$ cat config.mk
export PLATFORM = sky130hd
export DESIGN_NAME = tt_wb_ctrl
export DESIGN_NICKNAME = d
export VERILOG_FILES = /design/src/rtl/tt_wb_ctrl_pkg.sv /design/src/rtl/tt_wb_ctrl_seq.sv /design/src/rtl/tt_wb_ctrl.sv
export SDC_FILE = /design/constraint.sdc
export NUM_CORES = 1
export LEC_CHECK = 0
export ABC_AREA = 1
export CORE_UTILIZATION = 50
export DETAILED_ROUTE_END_ITERATION = 6
export GPL_TIMING_DRIVEN = 1
export PLACE_DENSITY = 0.77
export REMOVE_ABC_BUFFERS = 1
export SETUP_SLACK_MARGIN = 0.1
export SKIP_CTS_REPAIR_TIMING = 1
export SLEW_MARGIN = 20
export SYNTH_ARGS = -nofsm -noshare
export SYNTH_HDL_FRONTEND = slang
export SYNTH_SLANG_ARGS = --single-unit
$ cat constraint.sdc
create_clock -name wb_clk_i -period 2.4 [get_ports wb_clk_i]
set_input_delay 0.48 -clock wb_clk_i [delete_from_list [all_inputs] [get_ports wb_clk_i]]
set_output_delay 0.48 -clock wb_clk_i [all_outputs]
set_load 0.05 [all_outputs]
$ cat src/rtl/tt_wb_ctrl_pkg.sv
// Shared definitions for the TT Wishbone control block: register offsets,
// CTRL/STATUS bit positions, sequencer state encoding and a byte-lane helper.
package tt_wb_ctrl_pkg;

   // Word offsets inside the 16-byte window, taken from address bits [3:2]
   localparam logic [1:0] REG_CTRL    = 2'd0;
   localparam logic [1:0] REG_STATUS  = 2'd1;
   localparam logic [1:0] REG_SCRATCH = 2'd2;
   localparam logic [1:0] REG_RSVD    = 2'd3;

   // CTRL bit positions; the target field occupies [ADDR_W-1:0]
   localparam int CTRL_ENA_BIT    = 16;
   localparam int CTRL_IRQ_EN_BIT = 17;
   localparam int CTRL_GO_BIT     = 31;

   // STATUS bit positions; the current count occupies [16+ADDR_W-1:16]
   localparam int STAT_BUSY_BIT  = 0;
   localparam int STAT_DONE_BIT  = 1;
   localparam int STAT_ERR_BIT   = 2;
   localparam int STAT_COUNT_LSB = 16;

   // Width of the per-phase cycle counter inside the sequencer
   localparam int CYC_W = 16;

   // Sequencer states: select-counter reset, increment pulse high/low, enable
   typedef enum logic [2:0] {
      ST_IDLE   = 3'd0,
      ST_RST    = 3'd1,
      ST_INC_HI = 3'd2,
      ST_INC_LO = 3'd3,
      ST_ENA    = 3'd4
   } seqState_e;

   // Replace each byte of oldVal whose byte enable is set with the byte of newVal
   function automatic logic [31:0] byteMerge(input logic [31:0] oldVal,
                                             input logic [31:0] newVal,
                                             input logic [3:0]  sel);
      logic [31:0] result;
      result = oldVal;
      for (int b = 0; b < 4; b++) begin
         if (sel[b]) begin
            result[b*8 +: 8] = newVal[b*8 +: 8];
         end
      end
      return result;
   endfunction

endpackage

$ cat src/rtl/tt_wb_ctrl_seq.sv
// Mux select sequencer: holds the select counter in reset, emits one
// increment pulse per step up to the latched target, then drives the enable.
// All mux-facing outputs are registered from the next state so they line up
// with the state register and come out of reset with rst_n low.
module tt_wb_ctrl_seq
   import tt_wb_ctrl_pkg::*;
#(
   parameter int ADDR_W    = 10,
   parameter int RST_CYC   = 4,
   parameter int PULSE_CYC = 2
) (
   input  logic              clk_i,
   input  logic              rst_i,
   input  logic              start_i,
   input  logic [ADDR_W-1:0] target_i,
   input  logic              ena_i,
   output logic              selRstN_o,
   output logic              selInc_o,
   output logic              ctrlEna_o,
   output logic              idle_o,
   output logic              busy_o,
   output logic              doneSet_o,
   output logic [ADDR_W-1:0] count_o
);

   seqState_e         state_q, state_d;
   logic [CYC_W-1:0]  cyc_q, cyc_d;
   logic [ADDR_W-1:0] count_q, count_d;
   logic [ADDR_W-1:0] target_q, target_d;
   logic              ena_q, ena_d;
   logic              ctrlEna_q, ctrlEna_d;
   logic              selRstN_q;
   logic              selInc_q;

   // Next-state logic: phase lengths are timed by cyc_q, steps by count_q
   always_comb begin
      state_d   = state_q;
      cyc_d     = cyc_q;
      count_d   = count_q;
      target_d  = target_q;
      ena_d     = ena_q;
      ctrlEna_d = ctrlEna_q;
      case (state_q)
         ST_IDLE: begin
            if (start_i) begin
               target_d  = target_i;
               ena_d     = ena_i;
               ctrlEna_d = 1'b0;
               count_d   = '0;
               cyc_d     = '0;
               state_d   = ST_RST;
            end
         end
         ST_RST: begin
            if (cyc_q == CYC_W'(RST_CYC - 1)) begin
               cyc_d   = '0;
               state_d = (target_q == '0) ? ST_ENA : ST_INC_HI;
            end else begin
               cyc_d = cyc_q + 1'b1;
            end
         end
         ST_INC_HI: begin
            if (cyc_q == CYC_W'(PULSE_CYC - 1)) begin
               cyc_d   = '0;
               state_d = ST_INC_LO;
            end else begin
               cyc_d = cyc_q + 1'b1;
            end
         end
         ST_INC_LO: begin
            if (cyc_q == CYC_W'(PULSE_CYC - 1)) begin
               cyc_d   = '0;
               count_d = count_q + 1'b1;
               state_d = ((count_q + 1'b1) == target_q) ? ST_ENA : ST_INC_HI;
            end else begin
               cyc_d = cyc_q + 1'b1;
            end
         end
         ST_ENA: begin
            ctrlEna_d = ena_q;
            state_d   = ST_IDLE;
         end
         default: begin
            state_d = ST_IDLE;
         end
      endcase
   end

   // State and output registers; reset aborts any sequence in progress
   always_ff @(posedge clk_i) begin
      if (rst_i) begin
         state_q   <= ST_IDLE;
         cyc_q     <= '0;
         count_q   <= '0;
         target_q  <= '0;
         ena_q     <= 1'b0;
         ctrlEna_q <= 1'b0;
         selRstN_q <= 1'b0;
         selInc_q  <= 1'b0;
      end else begin
         state_q   <= state_d;
         cyc_q     <= cyc_d;
         count_q   <= count_d;
         target_q  <= target_d;
         ena_q     <= ena_d;
         ctrlEna_q <= ctrlEna_d;
         selRstN_q <= (state_d != ST_RST);
         selInc_q  <= (state_d == ST_INC_HI);
      end
   end

   assign selRstN_o = selRstN_q;
   assign selInc_o  = selInc_q;
   assign ctrlEna_o = ctrlEna_q;
   assign idle_o    = (state_q == ST_IDLE);
   assign busy_o    = (state_q == ST_RST) || (state_q == ST_INC_HI) || (state_q == ST_INC_LO);
   assign doneSet_o = (state_q == ST_ENA);
   assign count_o   = count_q;

endmodule

$ cat src/rtl/tt_wb_ctrl.sv
// Wishbone classic responder for the TT mux: decodes a 16-byte window,
// acks each access one cycle after the request and holds CTRL, STATUS and
// SCRATCH. A go write starts the select sequencer in tt_wb_ctrl_seq.
// Optional feature macro: TT_WB_CTRL_IRQ_EN enables CTRL.irq_en and irq_o.
module tt_wb_ctrl
   import tt_wb_ctrl_pkg::*;
#(
   parameter logic [31:0] BASE_ADDR = 32'h3000_0000,
   parameter int          ADDR_W    = 10,
   parameter int          RST_CYC   = 4,
   parameter int          PULSE_CYC = 2
) (
   input  logic        wb_clk_i,
   input  logic        wb_rst_i,
   input  logic        wbs_stb_i,
   input  logic        wbs_cyc_i,
   input  logic        wbs_we_i,
   input  logic [3:0]  wbs_sel_i,
   input  logic [31:0] wbs_dat_i,
   input  logic [31:0] wbs_adr_i,
   output logic        wbs_ack_o,
   output logic [31:0] wbs_dat_o,
   output logic        ctrl_sel_rst_n,
   output logic        ctrl_sel_inc,
   output logic        ctrl_ena,
   output logic        irq_o
);

   logic              match;
   logic              req;
   logic              wrEn;
   logic              rdEn;
   logic              goReq;
   logic              seqStart;
   logic              seqIdle;
   logic              seqBusy;
   logic              seqDoneSet;
   logic [ADDR_W-1:0] seqCount;
   logic [1:0]        regSel;
   logic              irqEnRd;
   logic [31:0]       ctrlCur;
   logic [31:0]       ctrlMerged;
   logic [31:0]       rdData;
   logic              unusedBits;

   logic              ack_q;
   logic [31:0]       dat_q, dat_d;
   logic [31:0]       scratch_q, scratch_d;
   logic [ADDR_W-1:0] target_q, target_d;
   logic              ena_q, ena_d;
   logic              done_q, done_d;
   logic              err_q, err_d;
`ifdef TT_WB_CTRL_IRQ_EN
   logic              irqEn_q, irqEn_d;
   logic              irq_q;
`endif

   assign match    = (wbs_adr_i[31:4] == BASE_ADDR[31:4]);
   assign req      = wbs_stb_i & wbs_cyc_i & match & ~ack_q;
   assign wrEn     = req & wbs_we_i;
   assign rdEn     = req & ~wbs_we_i;
   assign regSel   = wbs_adr_i[3:2];
   assign goReq    = wrEn & (regSel == REG_CTRL) & wbs_sel_i[3] & wbs_dat_i[CTRL_GO_BIT];
   assign seqStart = goReq & seqIdle;

`ifdef TT_WB_CTRL_IRQ_EN
   assign irqEnRd = irqEn_q;
`else
   assign irqEnRd = 1'b0;
`endif

   // Current CTRL view and its byte-lane merge with the incoming write data
   always_comb begin
      ctrlCur                  = '0;
      ctrlCur[ADDR_W-1:0]      = target_q;
      ctrlCur[CTRL_ENA_BIT]    = ena_q;
      ctrlCur[CTRL_IRQ_EN_BIT] = irqEnRd;
      ctrlMerged               = byteMerge(ctrlCur, wbs_dat_i, wbs_sel_i);
   end

   // Register writes; sticky set events take priority over write-one-to-clear
   always_comb begin
      scratch_d = scratch_q;
      target_d  = target_q;
      ena_d     = ena_q;
      done_d    = done_q;
      err_d     = err_q;
`ifdef TT_WB_CTRL_IRQ_EN
      irqEn_d   = irqEn_q;
`endif
      if (wrEn) begin
         case (regSel)
            REG_CTRL: begin
               target_d = ctrlMerged[ADDR_W-1:0];
               ena_d    = ctrlMerged[CTRL_ENA_BIT];
`ifdef TT_WB_CTRL_IRQ_EN
               irqEn_d  = ctrlMerged[CTRL_IRQ_EN_BIT];
`endif
            end
            REG_STATUS: begin
               if (wbs_sel_i[0]) begin
                  if (wbs_dat_i[STAT_DONE_BIT]) done_d = 1'b0;
                  if (wbs_dat_i[STAT_ERR_BIT])  err_d  = 1'b0;
               end
            end
            REG_SCRATCH: begin
               scratch_d = byteMerge(scratch_q, wbs_dat_i, wbs_sel_i);
            end
            default: begin
            end
         endcase
      end
      if (goReq && !seqIdle) err_d  = 1'b1;
      if (seqDoneSet)        done_d = 1'b1;
   end

   // Read multiplexer; data is only presented alongside the ack
   always_comb begin
      rdData = '0;
      case (regSel)
         REG_CTRL: begin
            rdData = ctrlCur;
         end
         REG_STATUS: begin
            rdData[STAT_BUSY_BIT]                = seqBusy;
            rdData[STAT_DONE_BIT]                = done_q;
            rdData[STAT_ERR_BIT]                 = err_q;
            rdData[STAT_COUNT_LSB +: ADDR_W]     = seqCount;
         end
         REG_SCRATCH: begin
            rdData = scratch_q;
         end
         default: begin
            rdData = '0;
         end
      endcase
      dat_d = rdEn ? rdData : '0;
   end

   // Bus response and register state, synchronous reset
   always_ff @(posedge wb_clk_i) begin
      if (wb_rst_i) begin
         ack_q     <= 1'b0;
         dat_q     <= '0;
         scratch_q <= '0;
         target_q  <= '0;
         ena_q     <= 1'b0;
         done_q    <= 1'b0;
         err_q     <= 1'b0;
      end else begin
         ack_q     <= req;
         dat_q     <= dat_d;
         scratch_q <= scratch_d;
         target_q  <= target_d;
         ena_q     <= ena_d;
         done_q    <= done_d;
         err_q     <= err_d;
      end
   end

`ifdef TT_WB_CTRL_IRQ_EN
   // Interrupt enable bit and registered done interrupt
   always_ff @(posedge wb_clk_i) begin
      if (wb_rst_i) begin
         irqEn_q <= 1'b0;
         irq_q   <= 1'b0;
      end else begin
         irqEn_q <= irqEn_d;
         irq_q   <= done_q & irqEn_q;
      end
   end
   assign irq_o = irq_q;
`else
   assign irq_o = 1'b0;
`endif

   tt_wb_ctrl_seq #(
      .ADDR_W    (ADDR_W),
      .RST_CYC   (RST_CYC),
      .PULSE_CYC (PULSE_CYC)
   ) u_seq (
      .clk_i     (wb_clk_i),
      .rst_i     (wb_rst_i),
      .start_i   (seqStart),
      .target_i  (target_d),
      .ena_i     (ena_d),
      .selRstN_o (ctrl_sel_rst_n),
      .selInc_o  (ctrl_sel_inc),
      .ctrlEna_o (ctrl_ena),
      .idle_o    (seqIdle),
      .busy_o    (seqBusy),
      .doneSet_o (seqDoneSet),
      .count_o   (seqCount)
   );

   assign wbs_ack_o  = ack_q;
   assign wbs_dat_o  = dat_q;
   assign unusedBits = &{1'b0, wbs_adr_i[1:0], ctrlMerged};

endmodule

==> flow_metrics.tcl <==
set metrics [dict create \
    port_buffers 106 \
    postLayoutCoreUtil_pct 70.0 \
    p_seq_share_pct 43.5 \
    clk_pin_slew_worst_paths_ns 0.06 \
    tightestPinTransition_ns 0.602 \
    intPower_mw 3.55 \
    timing.fmax_mhz 464 \
    drt_wl_total_um 15000 \
    critPathKind "input port to flop" \
    p_total_mw 4.62 \
    drv_slew 0 \
    fin_crit_sh_pct 89.9 \
    synth_cell_type_count 39 \
    min_path_type "flop to flop" \
    fin_cells 1117 \
    drv_cap 0 \
    postRouteAntennaNets 0 \
    regToRegEndpoint "u_seq.cyc_q[14]" \
    p_sw_mw 1.06 \
    hpwl_um 10700 \
    period_minus_slack_ns 2.16 \
    max_stage_delay_ns 0.44 \
    crit_top_cell "nand2_1" \
    num_io_pins 110 \
    cts_tree "done" \
    switching_share_pct 23.0 \
    rsz0062_at_grt "true" \
    wl_per_cell_um 13.4 \
    r2r_cells 9 \
    area_growth_pct 34.8 \
    antenna_found_initial 0 \
    drtIter0Drc 453 \
    die_area_mm2 0.0118 \
    root_buffer "clkbuf_16" \
    finalClockSkew_ns 0.00546 \
    endpoint_kind "flop" \
    min_to "wbs_dat_o[11]" \
    grt_remaining_overflow 0 \
    min_path_cells 2 \
    synth_warnings 0 \
    rows 38 \
    finalHoldWorstSlack_ns 0.417 \
    status "finished clean" \
    grt_max_degree 29 \
    path_cells "clkdlybuf4s50_1 -> nor2_1 -> nand2_1 -> nor2_2 -> nand2_2 -> buf_4 -> nor4_4 -> nand2_1 -> o21ai_0" \
    start_kind "input port" \
    path_buf_inv 2 \
    viasPerCell 5.20 \
    ir_drop_mv 0.640 \
    core_mm2 0.0109 \
    antenna_cells 0 \
    ys_seq_area_share_pct 42.7 \
    max_slew_margin_pct 59.8 \
    p_comb_share_pct 5.3 \
    syn-mean-instance-area_um2 6.82 \
    cts_sinks 121 \
    track_usage_pct 27.3 \
    syn-instance-count 833 \
    cp_max_fo 9 \
    crit_path_start "wbs_adr_i[14]" \
    dr.pass1.iters 5 \
    drive_gt1_share_pct 8.70 \
    cp.arrival_ns 2.49 \
    grt_pass1_wl_um 25000 \
    clkPwrFrac_pct 51.2 \
    die_w_um 109 \
    hold_violations 0 \
    crit_family "simple AND/OR/NAND/NOR gates" \
    num_vias 5806 \
    worst_slack_ns 0.243 \
    grt_pass1_vias 5409 \
    setup_viol 0 \
    start_util_pct 51.9 \
    cts.path.max_buffers 2 \
    place_ws_ns -0.202 \
    drc 0 \
    gp_congestion 0.901 \
    cp_slowest_cell "clkdlybuf4s50_1" \
    syn-cell-area_mm2 0.00568 \
    dp.cells 1085 \
    reg2reg_slack_ns 0.38 \
    synth-seq-cells 121 \
    worstReg2RegStart "u_seq.cyc_q[0]" \
    htreeDepth 4 \
    required_ns 2.74 \
    fp.dieH_um 109 \
    cts_buffers 17 \
    powerDensity_mw_per_mm2 603 \
    nets 1040 \
    min_from "scratch_q[11]" \
    clock_latency_ns 0.42 \
    leakagePower_nw 3.01 \
]
==> area by class of cell <==
type                    instances  area (µm²)
inverters                      93         349
repair buffers                142        1390
clock buffers                  20         467
well taps                     140         175
fillers                       930        3280
multi-input cells             589        2760
flip-flops and latches        121        2420
clock inverters                12        92.6
==> worst reg2reg max path: stages, from the launching register on <==
cell and delay, ns:
dfxtp_1 0.43, ha_1 0.23, nand2_1 0.09, nor3_1 0.30, nand4_1 0.23, nor2_1 0.19
nand3_1 0.13, o21ai_0 0.17, nand3_1 0.08, a21oi_1 0.12
==> per-stage QoR <==
| stage | setup TNS, ns | area, µm² |
|---|---|---|
| after global placement | -1.50 | 7100 |
| after detailed placement | -5.40 | 7100 |
| after floorplan | 0 | 5530 |
| final | 0 | 7660 |
| after global routing | 0 | 7660 |
| after CTS | 0 | 7660 |
==> worst max-delay path by stage <==
stage / endpoint / slack [ns] / cells past startpoint
floorplan: scratch_q[24] / 0.24 / 6
global placement: wbs_dat_o[22] / -0.11 / 9
detailed placement: wbs_dat_o[22] / -0.20 / 9
CTS: wbs_dat_o[22] / 0.24 / 9
global route: wbs_dat_o[17] / 0.07 / 9
finish: wbs_dat_o[22] / 0.24 / 9
==> flip-flops by register name, summed over array words and instances, names as in the netlist, 3 cells and up <==
| signal | cells |
|---|---|
| u_seq.target_q | 10 |
| u_seq.state_q | 3 |
| target_q | 10 |
| scratch_q | 32 |
| u_seq.cyc_q | 16 |
| u_seq.count_o | 10 |
| wbs_dat_o | 32 |
==> cell families after synthesis <==
| kind of cell | after synthesis | share of synthesized area [%] |
|---|---|---|
| adders and majority gates | 3 | 0.661 |
| other | 1 | 0.0660 |
| DFF | 121 | 42.7 |
| xor gates and xnor gates | 5 | 0.771 |
| and+or+nand+nor | 455 | 35.2 |
| buffers and inverters | 123 | 8.79 |
| AOI/OAI and AO/OA | 125 | 11.9 |
==> cell usage after synthesis (all sizes together) <==
master / instances / share of area (%)
a211oi: 8 / 1.1
a21oi: 36 / 3.2
a221oi: 1 / 0.15
a31oi: 3 / 0.33
and2: 1 / 0.11
buf: 14 / 1.6
clkbuf: 16 / 1.1
conb: 1 / 0.066
dfxtp: 121 / 43
ha: 3 / 0.66
inv: 93 / 6.1
nand2: 152 / 10
nand3: 80 / 7.4
nand3b: 1 / 0.13
nand4: 18 / 2.0
nor2: 165 / 11
nor3: 35 / 3.5
nor4: 2 / 0.48
o211a: 1 / 0.18
o211ai: 3 / 0.40
o21ai: 69 / 6.1
o21bai: 1 / 0.13
o221ai: 1 / 0.15
o22ai: 2 / 0.22
or2: 1 / 0.11
xnor2: 2 / 0.31
xor2: 3 / 0.46
==> layout by cell type, fill, tap and decap left out, types with 2 or more instances in the layout <==
master	instances
a211oi_1	8
a21oi_1	36
a31oi_1	3
buf_12	5
buf_4	31
clkbuf_16	17
clkbuf_8	3
clkdlybuf4s50_1	106
clkinv_2	2
clkinv_4	3
clkinvlp_4	4
dfxtp_1	121
ha_1	3
inv_1	92
inv_6	3
nand2_1	148
nand2_2	4
nand3_1	77
nand3_2	2
nand4_1	18
nor2_1	160
nor2_2	4
nor3_1	33
nor3_4	2
o211ai_1	3
o21ai_0	68
o22ai_1	2
xnor2_1	2
xor2_1	3
==> routing by layer <==
metal / track usage, % / share of wire (%) / routed length [µm]
met5: 0 / 0 / 0
met2: 44.6 / 46 / 6930
met4: 10.5 / 1.9 / 281
met3: 6.09 / 7.7 / 1160
met1: 35.0 / 44 / 6630
==> power groups by stage <==
stage	clock network [mW]	logic (mW)	registers (mW)
global route	2.50	0.262	2.01
detailed placement	0	0.241	2.05
global placement	0	0.241	2.05
floorplan	0	0.0526	2.06
finish	2.36	0.243	2.01
CTS	2.40	0.243	2.01
(Power assumes the default switching activity.)
